[config.mk]
export PLATFORM = sky130hd
export DESIGN_NAME = draw_sequencer_flat
export DESIGN_NICKNAME = d
export VERILOG_FILES = /design/src/rtl/draw_seq_if.sv /design/src/rtl/draw_sequencer.sv /design/src/flat_wrapper.sv
export SDC_FILE = /design/constraint.sdc
export NUM_CORES = 1
export LEC_CHECK = 0
export CORE_UTILIZATION = 36
export DETAILED_ROUTE_END_ITERATION = 8
export MAX_ROUTING_LAYER = met4
export PLACE_DENSITY = 0.84
export SETUP_SLACK_MARGIN = 0.5
export SYNTH_ARGS = -nofsm -noshare
export SYNTH_HDL_FRONTEND = slang
export SYNTH_SLANG_ARGS = --single-unit
[constraint.sdc]
create_clock -name clock -period 1.9 [get_ports clock]
set_input_delay 0.38 -clock clock [delete_from_list [all_inputs] [get_ports clock]]
set_output_delay 0.38 -clock clock [all_outputs]
set_load 0.02 [all_outputs]
[src/rtl/draw_seq_if.sv]
// draw_seq_if: renderer channels, control handshake and VGA pixel port of draw_sequencer
interface draw_seq_if #(
    parameter int NUM_SRC  = 3,
    parameter int X_W      = 9,
    parameter int Y_W      = 8,
    parameter int COLOUR_W = 6,
    parameter int AS_W     = (NUM_SRC > 1) ? $clog2(NUM_SRC) : 1
);
    logic                         init;
    logic                         idle;
    logic [NUM_SRC-1:0]           src_draw;
    logic [NUM_SRC-1:0]           src_done;
    logic [NUM_SRC-1:0]           src_write;
    logic [NUM_SRC*X_W-1:0]       src_x;
    logic [NUM_SRC*Y_W-1:0]       src_y;
    logic [NUM_SRC*COLOUR_W-1:0]  src_colour;
    logic [X_W-1:0]               x_position;
    logic [Y_W-1:0]               y_position;
    logic [COLOUR_W-1:0]          colour;
    logic                         VGA_enable;
    logic [AS_W-1:0]              active_src;
    logic                         idle_done;
    logic                         frame_overrun;
    logic [15:0]                  frame_miss_count;

    modport master (
        output init, idle, src_draw, src_done, src_write, src_x, src_y, src_colour,
        input  x_position, y_position, colour, VGA_enable, active_src,
               idle_done, frame_overrun, frame_miss_count
    );
    modport slave (
        input  init, idle, src_draw, src_done, src_write, src_x, src_y, src_colour,
        output x_position, y_position, colour, VGA_enable, active_src,
               idle_done, frame_overrun, frame_miss_count
    );
endinterface

[src/rtl/draw_sequencer.sv]
// draw_sequencer: priority draw-channel mux onto the VGA port plus frame pacer
// Optional missed-frame counter enabled by DRAW_SEQ_STATS_EN.
module draw_sequencer #(
    parameter int NUM_SRC     = 3,
    parameter int X_W         = 9,
    parameter int Y_W         = 8,
    parameter int COLOUR_W    = 6,
    parameter int FRAME_COUNT = 833333,
    parameter int CNT_W       = 24
) (
    input logic clock,
    input logic reset,
    draw_seq_if.slave bus
);
    localparam int AS_W = (NUM_SRC > 1) ? $clog2(NUM_SRC) : 1;
    localparam logic [CNT_W-1:0] LAST = CNT_W'(FRAME_COUNT - 1);

    typedef enum logic {S_WAIT, S_PEND} state_t;

    state_t              state_q, state_d;
    logic [CNT_W-1:0]    cnt_q, cnt_d;
    logic [X_W-1:0]      x_q, x_d;
    logic [Y_W-1:0]      y_q, y_d;
    logic [COLOUR_W-1:0] colour_q, colour_d;
    logic                en_q, en_d;
    logic [AS_W-1:0]     as_q, as_d;
    logic                idle_done_q, idle_done_d;
    logic                overrun_q, overrun_d;
    logic                tick;

    // Scan from the top so the lowest eligible index wins.
    always_comb begin
        x_d = '0;
        y_d = '0;
        colour_d = '0;
        en_d = 1'b0;
        as_d = '0;
        for (int i = NUM_SRC - 1; i >= 0; i--) begin
            if (bus.src_draw[i] && !bus.src_done[i]) begin
                x_d = bus.src_x[i*X_W +: X_W];
                y_d = bus.src_y[i*Y_W +: Y_W];
                colour_d = bus.src_colour[i*COLOUR_W +: COLOUR_W];
                en_d = bus.src_write[i];
                as_d = AS_W'(i);
            end
        end
    end

    assign tick  = cnt_q == LAST;
    assign cnt_d = (bus.init || tick) ? '0 : cnt_q + 1'b1;

    // The idle_done_q guard keeps back-to-back pulses apart when PEND exits
    // one cycle before a WAIT tick.
    always_comb begin
        state_d = state_q;
        idle_done_d = 1'b0;
        overrun_d = 1'b0;
        if (bus.init) state_d = S_WAIT;
        else if (state_q == S_WAIT) begin
            state_d = (tick && !bus.idle) ? S_PEND : S_WAIT;
            idle_done_d = tick && bus.idle && !idle_done_q;
        end else if (bus.idle) begin
            state_d = S_WAIT;
            idle_done_d = !idle_done_q;
        end else overrun_d = tick;
    end

    always_ff @(posedge clock) begin
        if (reset) begin
            state_q <= S_WAIT;
            cnt_q <= '0;
            x_q <= '0;
            y_q <= '0;
            colour_q <= '0;
            en_q <= 1'b0;
            as_q <= '0;
            idle_done_q <= 1'b0;
            overrun_q <= 1'b0;
        end else begin
            state_q <= state_d;
            cnt_q <= cnt_d;
            x_q <= x_d;
            y_q <= y_d;
            colour_q <= colour_d;
            en_q <= en_d;
            as_q <= as_d;
            idle_done_q <= idle_done_d;
            overrun_q <= overrun_d;
        end
    end

    assign bus.x_position    = x_q;
    assign bus.y_position    = y_q;
    assign bus.colour        = colour_q;
    assign bus.VGA_enable    = en_q;
    assign bus.active_src    = as_q;
    assign bus.idle_done     = idle_done_q;
    assign bus.frame_overrun = overrun_q;

`ifdef DRAW_SEQ_STATS_EN
    logic [15:0] miss_q, miss_d;
    assign miss_d = bus.init ? '0 : (overrun_d && miss_q != 16'hFFFF) ? miss_q + 16'd1 : miss_q;
    always_ff @(posedge clock) begin
        if (reset) miss_q <= '0;
        else miss_q <= miss_d;
    end
    assign bus.frame_miss_count = miss_q;
`else
    assign bus.frame_miss_count = '0;
`endif
endmodule

[src/flat_wrapper.sv]
// flat-port wrapper written by rule: the top's interface ports become plain ports
module draw_sequencer_flat 
#(
    parameter int NUM_SRC     = 3,
    parameter int X_W         = 9,
    parameter int Y_W         = 8,
    parameter int COLOUR_W    = 6,
    parameter int FRAME_COUNT = 833333,
    parameter int CNT_W       = 24
)
  (clock, reset, bus_init, bus_idle, bus_src_draw, bus_src_done, bus_src_write, bus_src_x, bus_src_y, bus_src_colour, bus_x_position, bus_y_position, bus_colour, bus_VGA_enable, bus_active_src, bus_idle_done, bus_frame_overrun, bus_frame_miss_count);
  draw_seq_if #(.NUM_SRC(NUM_SRC), .X_W(X_W), .Y_W(Y_W), .COLOUR_W(COLOUR_W)) bus_i ();
  input logic clock;
  input logic reset;
  input wire logic [$bits(bus_i.init)-1:0] bus_init;
  input wire logic [$bits(bus_i.idle)-1:0] bus_idle;
  input wire logic [$bits(bus_i.src_draw)-1:0] bus_src_draw;
  input wire logic [$bits(bus_i.src_done)-1:0] bus_src_done;
  input wire logic [$bits(bus_i.src_write)-1:0] bus_src_write;
  input wire logic [$bits(bus_i.src_x)-1:0] bus_src_x;
  input wire logic [$bits(bus_i.src_y)-1:0] bus_src_y;
  input wire logic [$bits(bus_i.src_colour)-1:0] bus_src_colour;
  output wire logic [$bits(bus_i.x_position)-1:0] bus_x_position;
  output wire logic [$bits(bus_i.y_position)-1:0] bus_y_position;
  output wire logic [$bits(bus_i.colour)-1:0] bus_colour;
  output wire logic [$bits(bus_i.VGA_enable)-1:0] bus_VGA_enable;
  output wire logic [$bits(bus_i.active_src)-1:0] bus_active_src;
  output wire logic [$bits(bus_i.idle_done)-1:0] bus_idle_done;
  output wire logic [$bits(bus_i.frame_overrun)-1:0] bus_frame_overrun;
  output wire logic [$bits(bus_i.frame_miss_count)-1:0] bus_frame_miss_count;
  assign bus_i.init = bus_init;
  assign bus_i.idle = bus_idle;
  assign bus_i.src_draw = bus_src_draw;
  assign bus_i.src_done = bus_src_done;
  assign bus_i.src_write = bus_src_write;
  assign bus_i.src_x = bus_src_x;
  assign bus_i.src_y = bus_src_y;
  assign bus_i.src_colour = bus_src_colour;
  assign bus_x_position = bus_i.x_position;
  assign bus_y_position = bus_i.y_position;
  assign bus_colour = bus_i.colour;
  assign bus_VGA_enable = bus_i.VGA_enable;
  assign bus_active_src = bus_i.active_src;
  assign bus_idle_done = bus_i.idle_done;
  assign bus_frame_overrun = bus_i.frame_overrun;
  assign bus_frame_miss_count = bus_i.frame_miss_count;
  draw_sequencer #(.NUM_SRC(NUM_SRC), .X_W(X_W), .Y_W(Y_W), .COLOUR_W(COLOUR_W), .FRAME_COUNT(FRAME_COUNT), .CNT_W(CNT_W)) u_core (.clock(clock), .reset(reset), .bus(bus_i));
endmodule
==> results.toml <==
[run_status]
run_status = "finished, violations left"
violations_in_the_final_reports = "design-rule violations"

[floorplan]
top_level_ports = 126
floorplan.die_area_um2 = 7040
horizontal_extent_of_the_die_um = 83.9
placementRows = 29
dieHeight_um = 83.9
initial_utilization_pct = 37.6
core-area_um2 = 6420

[synthesis]
avgSynthCellArea_um2 = 8.81
ys_seq_area_share_pct = 43.9
ys.flop_type = "sky130_fd_sc_hd__dfxtp_1"
yosys_top_cell_area_share_pct = 43.9
cells_after_synth = 274
synthTopCellsByArea = "sky130_fd_sc_hd__dfxtp_1 44%, sky130_fd_sc_hd__a211oi_1 7.5%, sky130_fd_sc_hd__a22oi_1 7.5%"
synth.largest_area_cell = "sky130_fd_sc_hd__dfxtp_1"
synth.most_common_cell = "sky130_fd_sc_hd__dfxtp_1"
yosys-top-cells-count = "53 x sky130_fd_sc_hd__dfxtp_1, 41 x sky130_fd_sc_hd__nor2_1, 24 x sky130_fd_sc_hd__a211oi_1, 24 x sky130_fd_sc_hd__a22oi_1, 16 x sky130_fd_sc_hd__buf_4"
syn_area_um2 = 2410
yosysWarningCount = 0
synth_seq_cells = 53
postSynth.asyncResetShare_pct = 0
number_of_synthesized_flops_with_an_enable_pin = 0
synth.lib_cells_used.distinct = 36

[worst_hold_path]
timing.hold.worst_endpoint = "u_core.cnt_q[0]"
hold-path-cell-count = 1
holdCritPathClass = "reg2reg"
launch_instance_of_the_worst_min_delay_path = "u_core.cnt_q[0]"

[setup_path]
timing_worst_setup_path_type = "reg2reg"
setup.worst_path.end_class = "flip-flop"
crit_chain = "nand4_4, or4_4, or4_1, a21oi_1"
cp_num_cells = 4
cpLargestDelayFamily = "simple AND/OR/NAND/NOR gates"
timing.critical_path.required_ns = 2.14
setup.worst_path.start = "u_core.cnt_q[5]"
worst-r2r-setup-slack_ns = 0.13
worst-r2r-cell-count = 4
worst_ep_arrival_time_ns = 2.01
cpMaxStageDelayCell = "sky130_fd_sc_hd__or4_4"
crit_path_start_kind = "flip-flop"
worstReg2RegStart = "u_core.cnt_q[5]"
rr_endpoint = "u_core.cnt_q[20]"
worstPathBufferInverterCount = 0
critical_path_maximum_fanout = 6
crit_path_largest_cell_delay_ns = 0.55

[clocking]
clockBufferDepth = 2
clock_latency_ns = 0.32
sink_count = 53
number_of_h_tree_levels = 2
cts_buffers = 5
clk_pin_slew_ns = 0.10
tritoncts = "yes"
cts.root.buffer_cell = "sky130_fd_sc_hd__clkbuf_8"

[grt]
grt_max_degree = 51
gr-usage-met1_pct = 24.2
grt-busiest-layer = "met2"
first_global_vias = 2514
use_met2_pct = 40.1
grtUsageTotal_pct = 22.1
antenna_found_initial = 0
grt.overflow.total = 0
grt_pass1_wl_um = 11900
global_route.usage.met3_pct = 4.95

[detailed_routing]
drcViolationCount = 2
number_of_vias_per_cell = 5.17
drt-wirelength-per-cell_um = 15.9
routed_wl_um = 7740
drt-initial-drc-count = 122
drt_first_pass_iters = 7
post_detailed_route_count_of_antenna_violating_nets = 0
routed-via-count = 2523

[cells_and_area]
stdcell_count = 488
area.growth.synth_to_final_pct = 80.9
drive_above_1_share_pct = 33.6
layout.nets = 494
insertedDiodeCount = 0

[power_and_ir_drop]
irDropWorstVdd_mv = 0.363
leakagePower_nw = 1.67
power_density_nw_per_um2 = 546

[timing]
setup_ws_ns = 0.125
timing.fmax_ghz = 0.564
period_minus_slack_ns = 1.77
fin_skew_ns = 0.0131
rsz0062_at_grt = "yes"
final.period_utilization_pct = 93.4
hold_violations = 0
timing.setup.tns_ns = 0
report.final.setup_viol = 0
finalMaxSlewViolations = 0

[placed_design]
numPortBuffers = 109
placed_cells = 458
finalWeightedCongestion = 0.859
dp_slack_ns = 0.0555
hpwlAfterDp_um = 5390

[job]
maxCapViolations = 0
==> final cells by class <==
| class | instances | area, um^2 |
|---|---|---|
| multi-input combinational | 193 | 1560 |
| sequential | 53 | 1100 |
| clock buffer | 6 | 82.6 |
| fill | 452 | 2050 |
| inverter | 9 | 33.8 |
| tap | 77 | 96.3 |
| clock inverter | 2 | 17.5 |
| timing repair buffer | 148 | 1480 |
==> worst max-delay path by stage <==
stage               slack (ns)                        to
floorplan                 0.20          u_core.cnt_q[20]
global placement          0.12  u_core.bus.x_position[5]
detailed placement        0.06      u_core.bus.colour[5]
CTS                       0.18          u_core.cnt_q[20]
global route              0.08          u_core.cnt_q[20]
finish                    0.13          u_core.cnt_q[20]
==> worst register-to-register path: cells and delay by family (launching register included) <==
kind | cells | cell delay (ns)
simple gates | 3 | 1.14
compound gates | 1 | 0.17
flops | 1 | 0.40
==> routing by layer <==
| metal | wire length, um | up-vias |
|---|---|---|
| met5 | 0 | - |
| met4 | 99 | 0 |
| met3 | 373 | 9 |
| met2 | 4230 | 90 |
| met1 | 3040 | 1187 |
| li1 | - | 1237 |
==> cells by family after synthesis <==
group / after synthesis / synth area share, %
and+or+nand+nor: 91 / 20.0
AOI/OAI and AO/OA: 71 / 21.0
DFF: 53 / 43.9
buffers and inverters: 44 / 9.48
xor gates and xnor gates: 12 / 4.35
adders and majority gates: 2 / 1.04
other: 1 / 0.155
==> repair_timing <==
action	in CTS	in global routing
pin swaps	6	9
gates resized for setup	64	50
endpoints found under the setup margin	75	50
hold buffers	0	0
gates cloned	3	0
setup buffers	13	6
==> state kept, by name, summed over array words and instances, names as in the netlist <==
| register | flops |
|---|---|
| u_core.bus.frame_overrun | 1 |
| u_core.bus.active_src | 2 |
| u_core.cnt_q | 24 |
| u_core.bus.VGA_enable | 1 |
| u_core.bus.x_position | 9 |
| u_core.state_q | 1 |
| u_core.bus.idle_done | 1 |
| u_core.bus.colour | 6 |
| u_core.bus.y_position | 8 |
==> metrics by stage <==
stage	util [%]	hold slack, ns	power [W]	area (um^2)
after global routing	68.0	0.475	0.00248	4370
after detailed placement	59.8	0.453	0.00168	3840
after CTS	64.9	0.470	0.00237	4170
after floorplan	-	0.438	0.00141	2720
final	68.0	0.462	0.00239	4370
after global placement	59.8	0.448	0.00168	3840
==> power by group <==
group          internal [W]  switching [W]  total (W)  leakage (nW)
Clock              0.000303       0.000397   0.000700        0.0518
Sequential          0.00114      0.0000134    0.00115         0.442
Combinational      0.000297       0.000240   0.000537          1.17
==> cells in the final DEF (no fill, tap or decap), types with 9 or more instances in the layout <==
master | netlist | layout
sky130_fd_sc_hd__clkdlybuf4s50_1 | 0 | 77
sky130_fd_sc_hd__dfxtp_1 | 53 | 39
sky130_fd_sc_hd__nor2_1 | 41 | 28
sky130_fd_sc_hd__buf_4 | 16 | 23
sky130_fd_sc_hd__a22oi_2 | 0 | 21
sky130_fd_sc_hd__dlygate4sd2_1 | 0 | 21
sky130_fd_sc_hd__a211oi_1 | 24 | 16
sky130_fd_sc_hd__conb_1 | 1 | 16
sky130_fd_sc_hd__nor2_2 | 0 | 12
sky130_fd_sc_hd__a21oi_2 | 0 | 9
sky130_fd_sc_hd__dfxtp_4 | 0 | 9
(Power assumes the default switching activity.)
